**src/rtl/multicycle_alu_unit.sv**
```systemverilog
// Multicycle ALU: decodes ALUOp/Funct, runs single-cycle ops in one edge and
// unsigned multiply/divide as WIDTH-step shift-add / restoring-division loops.
module multicycle_alu_unit #(
    parameter int WIDTH = 32
) (
    input  logic             clk,
    input  logic             reset,
    input  logic             in_valid,
    output logic             in_ready,
    input  logic [1:0]       ALUOp,
    input  logic [5:0]       Funct,
    input  logic [WIDTH-1:0] A,
    input  logic [WIDTH-1:0] B,
    output logic             out_valid,
    input  logic             out_ready,
    output logic [WIDTH-1:0] Result,
    output logic [WIDTH-1:0] Hi,
    output logic             Zero,
    output logic             Illegal,
    output logic             DivByZero
);

    localparam int CNT_W = $clog2(WIDTH + 1);

    localparam logic [1:0] ST_IDLE = 2'd0;
    localparam logic [1:0] ST_MUL  = 2'd1;
    localparam logic [1:0] ST_DIV  = 2'd2;
    localparam logic [1:0] ST_DONE = 2'd3;

    localparam logic [2:0] OP_ADD = 3'd0;
    localparam logic [2:0] OP_SUB = 3'd1;
    localparam logic [2:0] OP_AND = 3'd2;
    localparam logic [2:0] OP_OR  = 3'd3;
    localparam logic [2:0] OP_SLT = 3'd4;
    localparam logic [2:0] OP_MUL = 3'd5;
    localparam logic [2:0] OP_DIV = 3'd6;
    localparam logic [2:0] OP_ILL = 3'd7;

    logic [1:0]       state_r;
    logic [CNT_W-1:0] count_r;
    // op_r holds the multiplicand or divisor; work_hi_r/work_lo_r are the
    // running {partial product, multiplier} or {remainder, dividend/quotient}.
    logic [WIDTH-1:0] op_r;
    logic [WIDTH-1:0] work_hi_r;
    logic [WIDTH-1:0] work_lo_r;
    logic [WIDTH-1:0] result_r;
    logic [WIDTH-1:0] hi_r;
    logic             zero_r;
    logic             illegal_r;
    logic             dbz_r;
    logic             out_valid_r;

    logic [2:0]       op_s;
    logic [WIDTH-1:0] single_res_s;
    logic [WIDTH:0]   mul_sum_s;
    logic [WIDTH-1:0] mul_hi_s;
    logic [WIDTH-1:0] mul_lo_s;
    logic [WIDTH:0]   div_shift_s;
    logic [WIDTH:0]   div_trial_s;
    logic [WIDTH-1:0] div_hi_s;
    logic [WIDTH-1:0] div_lo_s;
    logic [WIDTH-1:0] fin_result_s;
    logic [WIDTH-1:0] fin_hi_s;
    logic             fin_illegal_s;
    logic             fin_dbz_s;
    logic             last_step_s;

    // Decode ALUOp/Funct into an internal operation code.
    always_comb begin
        op_s = OP_ILL;
        case (ALUOp)
            2'b00: op_s = OP_ADD;
            2'b01: op_s = OP_SUB;
            2'b10: begin
                case (Funct)
                    6'b100000: op_s = OP_ADD;
                    6'b100010: op_s = OP_SUB;
                    6'b100100: op_s = OP_AND;
                    6'b100101: op_s = OP_OR;
                    6'b101010: op_s = OP_SLT;
                    6'b011001: op_s = OP_MUL;
                    6'b011011: op_s = OP_DIV;
                    default:   op_s = OP_ILL;
                endcase
            end
            default: op_s = OP_ILL;
        endcase
    end

    // Single-cycle result computed straight from the request operands.
    always_comb begin
        single_res_s = {WIDTH{1'b0}};
        case (op_s)
            OP_ADD:  single_res_s = A + B;
            OP_SUB:  single_res_s = A - B;
            OP_AND:  single_res_s = A & B;
            OP_OR:   single_res_s = A | B;
            OP_SLT:  single_res_s = {{(WIDTH-1){1'b0}}, ($signed(A) < $signed(B))};
            default: single_res_s = {WIDTH{1'b0}};
        endcase
    end

    // Shift-add step: conditionally add multiplicand, then shift {hi,lo} right.
    assign mul_sum_s = {1'b0, work_hi_r} + ({1'b0, op_r} & {(WIDTH+1){work_lo_r[0]}});
    assign mul_hi_s  = mul_sum_s[WIDTH:1];
    assign mul_lo_s  = {mul_sum_s[0], work_lo_r[WIDTH-1:1]};

    // Restoring-division step: shift in next dividend bit, subtract if it fits.
    assign div_shift_s = {work_hi_r, work_lo_r[WIDTH-1]};
    assign div_trial_s = div_shift_s - {1'b0, op_r};

    // Pick restored or reduced remainder depending on the trial borrow.
    always_comb begin
        div_hi_s = div_shift_s[WIDTH-1:0];
        div_lo_s = {work_lo_r[WIDTH-2:0], 1'b0};
        if (div_trial_s[WIDTH] == 1'b0) begin
            div_hi_s = div_trial_s[WIDTH-1:0];
            div_lo_s = {work_lo_r[WIDTH-2:0], 1'b1};
        end else begin
            div_hi_s = div_shift_s[WIDTH-1:0];
            div_lo_s = {work_lo_r[WIDTH-2:0], 1'b0};
        end
    end

    // Final values loaded into the output registers on entry to DONE.
    always_comb begin
        fin_result_s  = single_res_s;
        fin_hi_s      = {WIDTH{1'b0}};
        fin_illegal_s = (op_s == OP_ILL);
        fin_dbz_s     = 1'b0;
        case (state_r)
            ST_MUL: begin
                fin_result_s  = mul_lo_s;
                fin_hi_s      = mul_hi_s;
                fin_illegal_s = 1'b0;
            end
            ST_DIV: begin
                fin_result_s  = div_lo_s;
                fin_hi_s      = div_hi_s;
                fin_illegal_s = 1'b0;
            end
            default: begin
                if (op_s == OP_DIV) begin
                    fin_result_s  = {WIDTH{1'b1}};
                    fin_hi_s      = A;
                    fin_illegal_s = 1'b0;
                    fin_dbz_s     = 1'b1;
                end else begin
                    fin_dbz_s     = 1'b0;
                end
            end
        endcase
    end

    assign last_step_s = (count_r == CNT_W'(WIDTH - 1));

    // Control FSM, iteration datapath and registered result outputs.
    always_ff @(posedge clk or posedge reset) begin
        if (reset) begin
            state_r     <= ST_IDLE;
            count_r     <= {CNT_W{1'b0}};
            op_r        <= {WIDTH{1'b0}};
            work_hi_r   <= {WIDTH{1'b0}};
            work_lo_r   <= {WIDTH{1'b0}};
            result_r    <= {WIDTH{1'b0}};
            hi_r        <= {WIDTH{1'b0}};
            zero_r      <= 1'b0;
            illegal_r   <= 1'b0;
            dbz_r       <= 1'b0;
            out_valid_r <= 1'b0;
        end else begin
            case (state_r)
                ST_IDLE: begin
                    if (in_valid) begin
                        count_r <= {CNT_W{1'b0}};
                        if (op_s == OP_MUL) begin
                            op_r      <= A;
                            work_hi_r <= {WIDTH{1'b0}};
                            work_lo_r <= B;
                            state_r   <= ST_MUL;
                        end else if ((op_s == OP_DIV) && (B != {WIDTH{1'b0}})) begin
                            op_r      <= B;
                            work_hi_r <= {WIDTH{1'b0}};
                            work_lo_r <= A;
                            state_r   <= ST_DIV;
                        end else begin
                            result_r    <= fin_result_s;
                            hi_r        <= fin_hi_s;
                            zero_r      <= (fin_result_s == {WIDTH{1'b0}});
                            illegal_r   <= fin_illegal_s;
                            dbz_r       <= fin_dbz_s;
                            out_valid_r <= 1'b1;
                            state_r     <= ST_DONE;
                        end
                    end
                end
                ST_MUL, ST_DIV: begin
                    work_hi_r <= (state_r == ST_MUL) ? mul_hi_s : div_hi_s;
                    work_lo_r <= (state_r == ST_MUL) ? mul_lo_s : div_lo_s;
                    count_r   <= count_r + CNT_W'(1);
                    if (last_step_s) begin
                        result_r    <= fin_result_s;
                        hi_r        <= fin_hi_s;
                        zero_r      <= (fin_result_s == {WIDTH{1'b0}});
                        illegal_r   <= fin_illegal_s;
                        dbz_r       <= fin_dbz_s;
                        out_valid_r <= 1'b1;
                        state_r     <= ST_DONE;
                    end
                end
                ST_DONE: begin
                    if (out_ready) begin
                        out_valid_r <= 1'b0;
                        state_r     <= ST_IDLE;
                    end
                end
                default: state_r <= ST_IDLE;
            endcase
        end
    end

    assign in_ready  = (state_r == ST_IDLE);
    assign out_valid = out_valid_r;
    assign Result    = result_r;
    assign Hi        = hi_r;
    assign Zero      = zero_r;
    assign Illegal   = illegal_r;
    assign DivByZero = dbz_r;

endmodule

```
**config.mk**
```make
export PLATFORM = sky130hd
export DESIGN_NAME = multicycle_alu_unit
export DESIGN_NICKNAME = d
export VERILOG_FILES = /design/src/rtl/multicycle_alu_unit.sv
export SDC_FILE = /design/constraint.sdc
export NUM_CORES = 1
export LEC_CHECK = 0
export BUFFER_PORTS_ARGS = -buffer_cell sky130_fd_sc_hd__buf_2
export CAP_MARGIN = 15
export CORE_AREA = 2 2 187 189
export CTS_BUF_LIST = sky130_fd_sc_hd__clkbuf_4
export CTS_CLUSTER_SIZE = 16
export DETAILED_ROUTE_END_ITERATION = 16
export DIE_AREA = 0 0 189 191
export PLACE_DENSITY = 0.81
export RECOVER_POWER = 50
export SETUP_SLACK_MARGIN = 0.3
export SLEW_MARGIN = 20
export SYNTH_ARGS = -nofsm -noshare
export SYNTH_HDL_FRONTEND = slang
export SYNTH_SLANG_ARGS = --single-unit
```
**constraint.sdc**
```tcl
create_clock -name clk -period 7.9 [get_ports clk]
set_clock_uncertainty 0.1 [all_clocks]
set_input_delay 0.395 -clock clk [delete_from_list [all_inputs] [get_ports clk]]
set_output_delay 0.395 -clock clk [all_outputs]
set_load 0.005 [all_outputs]
```
Word-level counts from Yosys, hierarchy flattened
Cells that the tools add are included.
- flip-flop bits (word level): 172
- bits of input ports: 76
- output and inout port bits: 69
- word-level logic and storage cells: 125
- $add $sub $neg: 5
- magnitude comparators: 1
- equality and inequality tests: 26
- multiplexer cells: 64
- bitwise logic cells: 3
- reductions and logical operators: 15
- operators by type and width (cell ; number):
    $mux W32 ; 21
    $pmux W32 S2 ; 6
    $pmux W32 S5 ; 1
    $add A32 B33 Y33 ; 1
    $and A32 B33 Y33 ; 1
    $sub A33 B32 Y33 ; 1
    $add A32 B32 Y32 ; 1
    $and A32 B32 Y32 ; 1
    $logic_not A32 Y1 ; 1
    $lt A32 B32 Y1 ; 1
    $or A32 B32 Y32 ; 1
    $reduce_bool A32 Y1 ; 1
    $sub A32 B32 Y32 ; 1
    $eq A6 B6 Y1 const B ; 5
    $mux W1 ; 23
    $pmux W3 S7 ; 1
    $eq A6 B5 Y1 const B ; 3
    $eq A3 B3 Y1 const B ; 4
    $pmux W6 S2 ; 1
    $reduce_and A5 Y1 ; 2
    $pmux W3 S3 ; 1
    $reduce_and A3 Y1 ; 3
    $mux W2 ; 4
    $ne A2 B2 Y1 const B ; 4
    17 further kinds ; 25

Depth between registers and ports, before layout
- word-level depth: 12
- gate-level depth with buffers: 16
- gate-level depth less buffers: 15

Worst setup path after synthesis
OpenSTA, ideal clock, no wires.
- kind: register -> register
- start: register work_lo_r[0]
- end: register hi_r[30] (netlist: Hi[30])
- library setup time: 0.116 ns
- arrival time: 3.441 ns
- required time: 7.684 ns
- path slack: 4.243 ns
- stages on the path, launching flop included: 15
- path buffers: 1
- clock period less this slack: 3.657 ns
- path through: dfrtp_1 > clkbuf_1 > and2_1 > ha_1 > a2111oi_0 > o21ai_0 > a41oi_1 > o21bai_1 > o21a_1 > a31oi_1 > o31ai_1 > a311oi_1 > mux2_2 > a21boi_0 > o311ai_0
- longest elaborated chain between the ends: 7
- RTL lines (what ; line ; source):
    from (decl) ; 45 ; logic [WIDTH-1:0] work_lo_r;
    from (signal assigned) ; 164 ; work_lo_r <= {WIDTH{1'b0}};
    from (signal assigned) ; 199 ; work_lo_r <= (state_r == ST_MUL) ? mul_lo_s : div_lo_s;
    $and A32 B33 Y33 * ; 104 ; assign mul_sum_s = {1'b0, work_hi_r} + ({1'b0, op_r} & {(WIDTH+1){work_lo_r[0]}});
    $add A32 B33 Y33 * ; 104 ;
    $pmux W32 S2 * ; 131 ; case (state_r)
    $mux W32 ; 181 ; end else if ((op_s == OP_DIV) && (B != {WIDTH{1'b0}})) begin
    $mux W32 ; 176 ; if (op_s == OP_MUL) begin
    $mux W32 ; 174 ; if (in_valid) begin
    $pmux W32 S2 * ; 172 ; case (state_r)
    to (signal assigned) ; 166 ; hi_r <= {WIDTH{1'b0}};
    to (signal assigned) ; 188 ; hi_r <= fin_hi_s;
    to (signal assigned) ; 203 ; hi_r <= fin_hi_s;
    to (decl) ; 47 ; logic [WIDTH-1:0] hi_r;
Every way passes the cells marked *; elsewhere a longest branch is shown, timed or not. The select of a mux whose other input is x is not followed.
A chain may end at the register's enable or synchronous reset.

Worst setup path in the final report
- start: register state_r[1]
- end: register zero_r (netlist: Zero)
- longest elaborated chain between the ends: 7
- RTL lines (what ; line ; source):
    from (decl) ; 39 ; logic [1:0] state_r;
    from (signal assigned) ; 160 ; state_r <= ST_IDLE;
    from (signal assigned) ; 180 ; state_r <= ST_MUL;
    from (signal assigned) ; 185 ; state_r <= ST_DIV;
    $eq A2 B2 Y1 / $eq A2 B1 Y1 (equally long branches) ; 131, 172 ;
    $pmux W32 S2 ; 131 ;
    $logic_not A32 Y1 ; 189, 204 ;
    $mux W1 ; 181 ;
    $mux W1 ; 176 ;
    $mux W1 ; 174 ;
    $pmux W1 S2 ; 172 ;
    to (signal assigned) ; 189 ; zero_r <= (fin_result_s == {WIDTH{1'b0}});
    to (signal assigned) ; 204 ; zero_r <= (fin_result_s == {WIDTH{1'b0}});
    to (decl) ; 48 ; logic zero_r;
Parallel ways exist; a longest one is shown, timed or not. The select of a mux whose other input is x is not followed.

==> metrics.md <==
| Metric | Value |
|---|---|
| Slew Viols, Final | `175` |
| Routed WL | `70.0 mm` |
| Die boundary height | `191 µm` |
| Floorplan core area | `34100 µm²` |
| Fill cell instance count of the final layout | `3248` |
| Kind of path behind the tightest hold check | `primary input to flip-flop` |
| Pwr per Cell Area | `385 nW/µm²` |
| Leak | `8.88 nW` |
| Setup CP Type | `flip-flop to flip-flop` |
| Critical path peak fanout | `34` |
| Beginning of the worst hold path | `B[2]` |
| Drc violations | `0` |
| Number of cell instances on the worst register-to-register path | `12` |
| Number of setup buffers added after CTS | `0` |
| Switching component of the power | `0.00441 W` |
| Pin slew with the least headroom to its limit | `5.05 ns` |
| Min-Delay Path Depth | `3` |
| Synthesized area per cell | `7.50 µm²` |
| Max capacitance violation total | `2` |
| Max-slew headroom | `-238%` |
| Post-synth EDFFs | `0` |
| Number of distinct library cell variants in the gate-level netlist after synthesis | `88` |
| Number of endpoints with negative hold slack in the final report | `0` |
| Net count after synthesis | `2721` |
| Initial core utilization | `54.0%` |
| Clock tree from TritonCTS | `done` |
| Final antenna-violating net count | `0` |
| Clk network pwr share | `7.7%` |
| Sequential cell area in the final layout | `4300 µm²` |
| Total die area | `36100 µm²` |
| Clock buffer count from CTS | `17` |
| Signed area change from the synthesized netlist to the final layout | `8.08%` |
| #FFs+latches synth | `172` |
| Number of placement rows | `68` |
| Largest net degree at the start of global routing | `105` |
| Unrepaired setup endpoints after global routing | `false` |
| Violated checks | `capacitance limit, slew limit` |
| Share of total power in combinational logic | `72.5%` |
| CTS Root Buffer Type | `sky130_fd_sc_hd__clkbuf_4` |
| Ratio of final minimum period to clock period | `66.9%` |
| Average routed wire per standard cell | `23.3 µm` |
| Clock latency of the later-clocked register in the worst-skew pair | `0.69 ns` |
| Initial antenna violation count | `1` |
| DP HPWL | `52.1 mm` |
| Top Ports | `145` |
| Final weighted congestion of routability-driven global placement | `1.04` |
| Final setup vio count | `0` |
| Setup slack on the worst flop-to-flop path | `2.62 ns` |
| GR Overflow Total | `0` |
| Run status | `finished with violations` |
| Critical path startpoint category | `flip-flop` |
| Total Power Consumption | `0.00768 W` |
| Number of vias per cell after detailed routing | `6.62` |
| Slowest cell on the critical path | `sky130_fd_sc_hd__ha_1` |
| Netlist area before placement | `18400 µm²` |
| Post-synthesis instance total | `2459` |
| Total routing usage reported by global routing | `38.5%` |
| GR Layer Usage met3 | `7.14%` |
| Most instantiated flip-flop cell in the synthesis netlist | `sky130_fd_sc_hd__dfrtp_1` |
| Synth async-reset ratio | `100%` |
| Required time of the worst setup path | `8.41 ns` |
| Die span in x | `189 µm` |
| List of cells traversed by the critical path | `inv_1 -> ha_1 -> clkinv_1 -> buf_4 -> a221oi_1 -> o21ai_0 -> a2111oi_0 -> nand4_1 -> nor4_1 -> and4_1 -> nand4_1 -> o31ai_1` |
| Adder-Cell Fraction of Synth Area | `12.8%` |
| Post-synthesis mux area share | `3.81%` |
| Signal arrival time at the worst endpoint | `5.79 ns` |
| Number of global-route vias before repair | `18670` |
| Setup crit end kind | `flip-flop` |
| Buffer depth of the longest clock path | `2` |
| Via count | `19908` |
| WHS Endpoint | `op_r[2]` |
| 1st-pass router iterations | `6` |
| Met2 track demand over resource in global routing | `58.5%` |
| Port Buffer Count | `144` |
| Part of the Yosys area used for sequential elements | `23.3%` |
| Total Negative Setup Slacks | `0 ns` |
| Capturing point of the worst reg2reg path | `Zero` |
| Clock slew at the register clock pins of the worst setup and hold paths | `0.18 ns` |
| Met1 layer usage reported by global route | `53.9%` |
| Cell type with the highest occurrence count on the critical path | `sky130_fd_sc_hd__nand4_1` |
| Clock H-tree levels | `4` |
| Gr busiest metal | `met2` |
| Fraction of final layout cells with drive strength greater than 1 | `8.24%` |
| Dominant combinational cell family by area after synthesis | `compound AO/OA/AOI/OAI gates` |
| Worst IR drop on VDD | `313 µV` |
| Count of clock tree sinks | `172` |
| Fraction of power consumed by sequential logic | `19.7%` |
| Time the final worst path needs with I/O delays and setup | `5.28 ns` |
| Simple-gate area share of the yosys netlist | `20.6%` |
| Share of total power consumed by net switching | `57.5%` |
| Warning count from the yosys run | `0` |
| Maximum clock frequency | `189 MHz` |
| Design internal power | `0.00326 W` |
| DRC violation total after the first TritonRoute iteration | `2906` |
| First-pass GRT wire length | `108 mm` |
| Area occupied by multi-input gates | `13100 µm²` |
| Largest incremental delay on the critical path | `1.06 ns` |
| Share of the synthesized netlist area taken by xor and xnor gates | `3.85%` |
| # nets final | `2797` |
| Fraction of the mapped netlist area in compound gates | `29.6%` |
| Launch instance of the worst register-to-register path | `state_r[1]` |
==> flip-flops by register name, summed over array words and instances (netlist names) <==
signal / count
count_r: 6
DivByZero: 1
out_valid: 1
state_r: 2
work_lo_r: 32
Illegal: 1
work_hi_r: 32
op_r: 32
Hi: 32
Result: 32
Zero: 1
==> power by group through the flow <==
stage | clock network [W] | logic (W) | registers (W)
floorplan | 0 | 0.00372 | 0.00144
global placement | 0 | 0.00530 | 0.00151
detailed placement | 0 | 0.00541 | 0.00152
CTS | 0.000595 | 0.00544 | 0.00150
global route | 0.000626 | 0.00603 | 0.00155
finish | 0.000594 | 0.00557 | 0.00152
==> worst max-delay path: cells and delay by family, from the launching register on <==
family	cells	cell delay [ns]
flip-flops	1	0.45
buffers and inverters	3	1.04
AO/OA/AOI/OAI	4	1.25
AND/OR/NAND/NOR	4	1.30
adder cells (fa/ha/maj)	1	1.06
==> routing by layer <==
metal,up-vias,routed length (µm)
met5,-,0
met4,0,3220
met3,200,7190
met2,1238,29700
met1,9446,30000
li1,9024,-
==> cell families after synthesis <==
group	count (synthesis)
compound gates	839
simple gates	820
buf+inv	291
fa+ha+maj	186
flops	172
xor+xnor	81
mux	70
==> layout make-up <==
class,count,area share (%)
clock inverters,15,0.829
clock buffers,17,0.641
multi-input cells,1996,65.6
repair buffers,193,5.51
diodes,2,0.0251
inverters,155,2.93
flip-flops and latches,172,21.6
well taps,455,2.86
==> how the worst max path moves through the flow <==
stage / from / to / depth (start not counted)
2_1_floorplan: reset / DivByZero / 1
3_3_place_gp: A[0] / Zero / 15
3_5_place_dp: A[0] / Zero / 15
4_1_cts: A[0] / Zero / 16
5_1_grt: reset / Result[15] / 4
6_report: state_r[1] / Zero / 12
==> per-stage QoR <==
stage | cell area [µm²] | hold slack (ns) | util [%] | std cells | setup slack (ns)
floorplan | 18400 | 0.363 | - | 2459 | 2.74
global placement | 19500 | 0.353 | 57.0 | 2947 | 3.02
detailed placement | 19500 | 0.359 | 57.0 | 2947 | 2.97
CTS | 20000 | 0.00267 | 58.6 | 3002 | 3.16
global route | 19900 | 0.00180 | 58.4 | 3004 | 1.80
finish | 19900 | 0.0209 | 58.4 | 3005 | 2.62
==> repair_timing <==
item | in CTS | in global routing
hold endpoints to repair | 118 | 1
hold buffers | 23 | 1
resized for setup | 0 | 0
==> cells in the mapped netlist, drive strengths merged, types with 12 or more instances <==
master	number	area, µm²
mux2i	68	681
nor3	40	200
and2	43	269
nand4	15	93.8
buf	33	148
o31ai	15	131
o221ai	20	175
o211ai	33	253
o2111ai	13	114
o21a	31	233
ha	182	2280
nand2b	29	181
nand2	388	1470
xor2	26	228
a21oi	173	866
and3	21	131
o21ai	263	1320
nand3	63	315
clkbuf	103	387
nor3b	14	105
nor2b	12	75.1
a221oi	25	219
a211oi	36	280
a22o	21	184
nor4	22	144
xnor2	55	482
a21o	33	248
o21bai	21	161
inv	154	578
nor2	134	505
dfrtp	172	4300
a31oi	43	269
==> cell usage in the layout (no fill, tap or decap), types with 10 or more instances in the layout <==
cell,count
sky130_fd_sc_hd__nor2b_1,12
sky130_fd_sc_hd__o31ai_1,13
sky130_fd_sc_hd__xor2_1,25
sky130_fd_sc_hd__mux2i_1,68
sky130_fd_sc_hd__dfrtp_1,172
sky130_fd_sc_hd__o2111ai_1,13
sky130_fd_sc_hd__clkbuf_4,17
sky130_fd_sc_hd__a21o_1,33
sky130_fd_sc_hd__nand2_1,384
sky130_fd_sc_hd__nor4_1,19
sky130_fd_sc_hd__and3_1,21
sky130_fd_sc_hd__o22ai_1,11
sky130_fd_sc_hd__dlygate4sd3_1,24
sky130_fd_sc_hd__a31oi_1,43
sky130_fd_sc_hd__o21ai_0,260
sky130_fd_sc_hd__nand2b_1,29
sky130_fd_sc_hd__a221oi_1,25
sky130_fd_sc_hd__clkbuf_1,38
sky130_fd_sc_hd__and2_1,43
sky130_fd_sc_hd__o21bai_1,20
sky130_fd_sc_hd__inv_1,152
sky130_fd_sc_hd__nand3_1,63
sky130_fd_sc_hd__buf_2,106
sky130_fd_sc_hd__a2111oi_0,10
sky130_fd_sc_hd__o21a_1,30
sky130_fd_sc_hd__ha_1,181
sky130_fd_sc_hd__a22o_1,21
sky130_fd_sc_hd__buf_4,24
sky130_fd_sc_hd__nor2_1,132
sky130_fd_sc_hd__o221ai_1,20
sky130_fd_sc_hd__o211ai_1,32
sky130_fd_sc_hd__nand4_1,15
sky130_fd_sc_hd__a21oi_1,173
sky130_fd_sc_hd__nor3_1,40
sky130_fd_sc_hd__nor3b_1,14
sky130_fd_sc_hd__a211oi_1,34
sky130_fd_sc_hd__xnor2_1,54
Note: power is estimated with default switching activity, not from simulation.
